==> src/rtl/smpl_pair_checker_sat_cnt.sv <==
// sat_cnt: up-counter that sticks at all-ones, with synchronous clear.
module sat_cnt #(
   parameter int W = 16
) (
   input  logic         clk,
   input  logic         rst_n,
   input  logic         inc,
   input  logic         clr,
   output logic [W-1:0] q,
   output logic         at_max
);
   logic [W-1:0] q_q, q_d;
   assign q      = q_q;
   assign at_max = &q_q;
   always_comb q_d = clr ? '0 : (inc && !at_max) ? q_q + 1'b1 : q_q;
   always_ff @(posedge clk or negedge rst_n)
      if (!rst_n) q_q <= '0;
      else        q_q <= q_d;
endmodule

==> config.mk <==
export PLATFORM = sky130hd
export DESIGN_NAME = sat_cnt
export DESIGN_NICKNAME = d
export VERILOG_FILES = /design/src/rtl/smpl_pair_checker_sat_cnt.sv
export SDC_FILE = /design/constraint.sdc
export NUM_CORES = 1
export LEC_CHECK = 0
export BUFFER_PORTS_ARGS = -buffer_cell sky130_fd_sc_hd__buf_2
export CAP_MARGIN = 0
export CORE_MARGIN = 4
export CORE_UTILIZATION = 30
export CTS_CLUSTER_DIAMETER = 100
export CTS_CLUSTER_SIZE = 16
export DETAILED_ROUTE_END_ITERATION = 16
export SLEW_MARGIN = 0
export SYNTH_ARGS = -nofsm -noshare
export SYNTH_HDL_FRONTEND = slang
export SYNTH_SLANG_ARGS = --single-unit
==> constraint.sdc <==
create_clock -name clk -period 1.7 [get_ports clk]
set_input_delay 0.17 -clock clk [delete_from_list [all_inputs] [get_ports clk]]
set_output_delay 0.17 -clock clk [all_outputs]
set_load 0.02 [all_outputs]
### After elaboration in Yosys (flattened, before gate mapping)

Index checks and enable logic that the tools add are counted.

| word-level totals | value |
|---|---|
| input port bits | 4 |
| word-level logic and storage cells | 8 |
| register bits | 16 |
| output and inout bits | 17 |

| cells by class | value |
|---|---|
| mux-type cells | 2 |
| $add $sub $neg | 1 |
| reductions and logical operators | 4 |

Operator list:

| cell | count |
|---|---|
| $mux W16 | 2 |
| $add A16 B1 Y16 const B | 1 |
| $reduce_and A16 Y1 | 1 |
| $reduce_bool A2 Y1 | 1 |
| $logic_and A1 B1 Y1 | 1 |
| $logic_not A1 Y1 | 1 |

### Longest topological paths before layout

| logic depth | value |
|---|---|
| depth after elaboration | 5 |
| depth in mapped cells | 6 |
| mapped depth without buffers | 5 |

### Least setup slack after synthesis

Ideal clock, no wire load.

| timing path | value |
|---|---|
| kind | register to register |
| start | register q_q[0] (netlist: q[0]) |
| end | register q_q[15] (netlist: q[15]) |
| clock period less this slack | 2160 ps |
| arrival | 2036 ps |
| cell stages (with the launch flop) | 6 |
| slack | -460 ps |
| required time | 1575 ps |
| buffers on the path | 0 |
| setup time | 125 ps |
| path through | dfrtp_1 -> ha_1 -> nand3_1 -> nor4_2 -> nor4b_2 -> mux2_2 |

| on the way | value |
|---|---|
| cells in the longest elaborated chain, start to end | 4 |
| elaborated cells between the ends (all ways) | 7 |
| those cells by class | 1 x add/sub; 2 x mux; 4 x reduce/logical |

RTL lines:

| element | RTL line | RTL |
|---|---|---|
| start: declaration | 12 | `logic [W-1:0] q_q, q_d;` |
| start signal: assignment | 18 | `else q_q <= q_d;` |
| $reduce_and A16 Y1 | 14 | `assign at_max = &q_q;` |
| named net at_max | 10 | `output logic at_max` |
| $logic_not A1 Y1 | 15 | `always_comb q_d = clr ? '0 : (inc && !at_max) ? q_q + 1'b1 : q_q;` |
| $logic_and A1 B1 Y1 | 15 |  |
| $reduce_bool A2 Y1 (no source line) | - |  |

The timed path passes the listed nets, and every way through them passes these cells. The select of a mux whose other input is x is not followed.
A chain may end at the register's enable or synchronous reset.

### Final worst setup path

| timing path | value |
|---|---|
| start | register q_q[11] (netlist: q[11]) |
| end | register q_q[15] (netlist: q[15]) |

| on the way | value |
|---|---|
| cells in the longest elaborated chain, start to end | 4 |
| elaborated cells between the ends (all ways) | 7 |
| those cells by class | 1 x add/sub; 2 x mux; 4 x reduce/logical |

RTL lines:

| element |
|---|
| parallel branches: the longest is 4 deep, another holds $add A16 B1 Y16 |

Several ways; the timed one is not identified. The select of a mux whose other input is x is not followed.

==> flow_summary.json <==
{
  "p_leak_nw": 0.600,
  "endpoint_kind": "register",
  "violations": "setup timing",
  "use_met3": 0.0249,
  "fin_crit_sh": 1.00,
  "routedWlPerCell_um": 14.5,
  "drc": 0,
  "yosysTopAreaCell": "dfrtp_1",
  "cts_made_buffers": 3,
  "path_clk_slew_ns": 0.11,
  "fp.dieH_um": 63.1,
  "fin_setup_tns_ns": -0.00326,
  "yosys_warnings": 0,
  "vdd_ir_drop_max_mv": 0.436,
  "fin_skew_ns": 0.0118,
  "core_area_mm2": 0.00283,
  "ioPinCount": 21,
  "grt_max_degree": 18,
  "max_freq_mhz": 587,
  "crit_required_ns": 1.89,
  "fin_cells": 171,
  "syn_area_um2": 911,
  "overflow": 0,
  "fp-row-count": 19,
  "die_area_mm2": 0.00398,
  "fin_nets": 146,
  "setup_viol": 1,
  "setup_slack_ns": -0.00326,
  "p_sw_frac": 0.247,
  "start_util": 0.322,
  "synth.area.top_cells": "dfrtp_1 44%, a21oi_1 6.6%, o31ai_1 5.8%",
  "critPathKind": "register to register",
  "outcome": "finished with violations",
  "grt.met1_usage": 0.174,
  "worstPathArrival_ns": 1.90,
  "drt_pre_antenna_iters": 4,
  "largest_register_ffs": 16,
  "min_period_ns": 1.70,
  "drt_iter0_drc": 23,
  "die_x_um": 63.1,
  "seqPwrFrac": 0.545,
  "dp_cells": 162,
  "cts_buffer_depth": 2,
  "antenna_found_initial": 0,
  "ys_seq_area_frac": 0.440,
  "grt_setup_unrepaired": "true",
  "cellPowerDensity_mw_per_mm2": 526,
  "netlist.area_leader.share": 0.440,
  "io_buffers": 20,
  "drv_cap": 0,
  "holdWs_ns": 0.260,
  "ys_types": 30,
  "gr-usage-met2": 0.229,
  "drt_wl_total_um": 2480,
  "antenna_cells": 0,
  "htreeDepth": 1,
  "slew_headroom": 0.731,
  "tritoncts": "done",
  "synthCells": 94,
  "power_frac_comb": 0.089,
  "clock-root-buffer": "clkbuf_4",
  "p_clk_frac": 0.366,
  "viasPerCell": 5.41,
  "vias": 925,
  "ys_seq_elements": 16,
  "p_int_w": 0.000542,
  "drv_slew": 0,
  "worst_pin_slew_ns": 0.401,
  "gp_congestion": 0.800,
  "drive_gt1_frac": 0.550,
  "grt_pass1_wl_um": 4400,
  "synth_nets": 99,
  "grt_use_total": 0.134,
  "finalHoldViolations": 0,
  "clock_sinks": 16,
  "min_path_type": "input pin to register",
  "p_switching_w": 0.000178,
  "dp_hpwl_um": 1810,
  "area_growth_pct": 50.4,
  "grt_pass1_vias": 949,
  "syn_area_per_cell_um2": 9.69,
  "busiest_layer": "met2",
  "startpoint_type": "register",
  "antenna_left": 0,
  "clock_latency_ns": 0.30,
  "cp_max_fo": 3
}
==> routing by layer <==
layer  up-vias  wire length (µm)
met4         0                27
met5         -                 0
met1       455              1140
met2        12              1240
met3         2                72
li1        456                 -
==> cells in the mapped netlist <==
cell	count
a21oi_1	12
and4_1	1
buf_1	1
buf_2	1
clkbuf_1	2
dfrtp_1	16
ha_1	1
inv_1	3
mux2_2	1
mux2i_1	2
nand2_1	6
nand3_1	5
nand4_1	3
nand4_2	1
nand4_4	1
nor2_1	4
nor2b_1	1
nor3_1	1
nor4_1	1
nor4_2	1
nor4b_2	1
o21ai_0	5
o31ai_1	7
o41ai_2	1
or2_0	1
or2_2	1
or3_1	5
or4_1	7
or4_4	1
xor2_1	1
==> power by group through the flow <==
stage	Combinational [W]	Clock, W	Sequential [W]
6_report	0.0000644	0.000263	0.000393
5_1_grt	0.0000723	0.000287	0.000394
4_1_cts	0.0000620	0.000271	0.000393
3_5_place_dp	0.0000548	0	0.000402
3_3_place_gp	0.0000540	0	0.000401
2_1_floorplan	0.0000234	0	0.000407
==> critical path, cell delays in order, from the launching register on <==
cell and delay [ns]:
dfrtp_2 0.41, nand4_4 0.11, or4_4 0.52, nor4b_4 0.24, mux2_4 0.32
==> through the flow <==
step	setup WS, ns	power [W]	utilization	instance area (µm²)
finish	-0.00326	0.000720	0.484	1370
global route	-0.0733	0.000753	0.484	1370
CTS	-0.0306	0.000726	0.476	1350
detailed placement	-0.0214	0.000457	0.440	1240
global placement	0.0130	0.000455	0.440	1240
floorplan	-0.117	0.000431	-	967
==> worst paths after layout <==
check	from	end	slack, ns	cells past startpoint
max	q[11]$_DFFE_PN0P_	q[15]$_DFFE_PN0P_	-0.003	4
min	clr	q[10]$_DFFE_PN0P_	0.26	2
max reg2reg	q[11]$_DFFE_PN0P_	q[15]$_DFFE_PN0P_	-0.003	4
min reg2reg	q[7]$_DFFE_PN0P_	q[7]$_DFFE_PN0P_	0.63	2
max in group asynchronous	rst_n	q[8]$_DFFE_PN0P_	1.09	2
min in group asynchronous	rst_n	q[5]$_DFFE_PN0P_	0.31	2
==> kinds of logic after synthesis <==
logic type | count (synthesis) | synth area share
buf+inv | 7 | 0.0302
simple gates | 41 | 0.304
xor+xnor | 1 | 0.00962
mux | 3 | 0.0343
fa+ha+maj | 1 | 0.0137
compound gates | 25 | 0.169
flops | 16 | 0.440
==> placed cells by master, fill, tap and decap left out, drive strengths merged, types with 2 or more instances in the layout <==
master / instances
nand2: 6
nand4: 5
inv: 3
dfrtp: 16
or3: 5
clkbuf: 4
o31ai: 7
or4: 8
nor4: 2
or2: 2
nor2: 4
nand3: 5
mux2i: 2
a21oi: 12
o21ai: 5
buf: 45
==> layout make-up <==
cell class	count	area, µm²
timing repair buffer	46	304
tap	31	38.8
multi-input combinational	71	564
clock buffer	4	36.3
fill	282	1460
sequential	16	415
inverter	3	11.3
==> timing repair <==
| item | in CTS | in global routing |
|---|---|---|
| endpoints found under the hold margin | 16 | 0 |
| hold buffers | 1 | 0 |
| pin swaps | 1 | 6 |
| setup endpoints to repair | 4 | 7 |
| buffers inserted | 4 | 1 |
| resized for setup | 5 | 7 |
(Power assumes the default switching activity.)
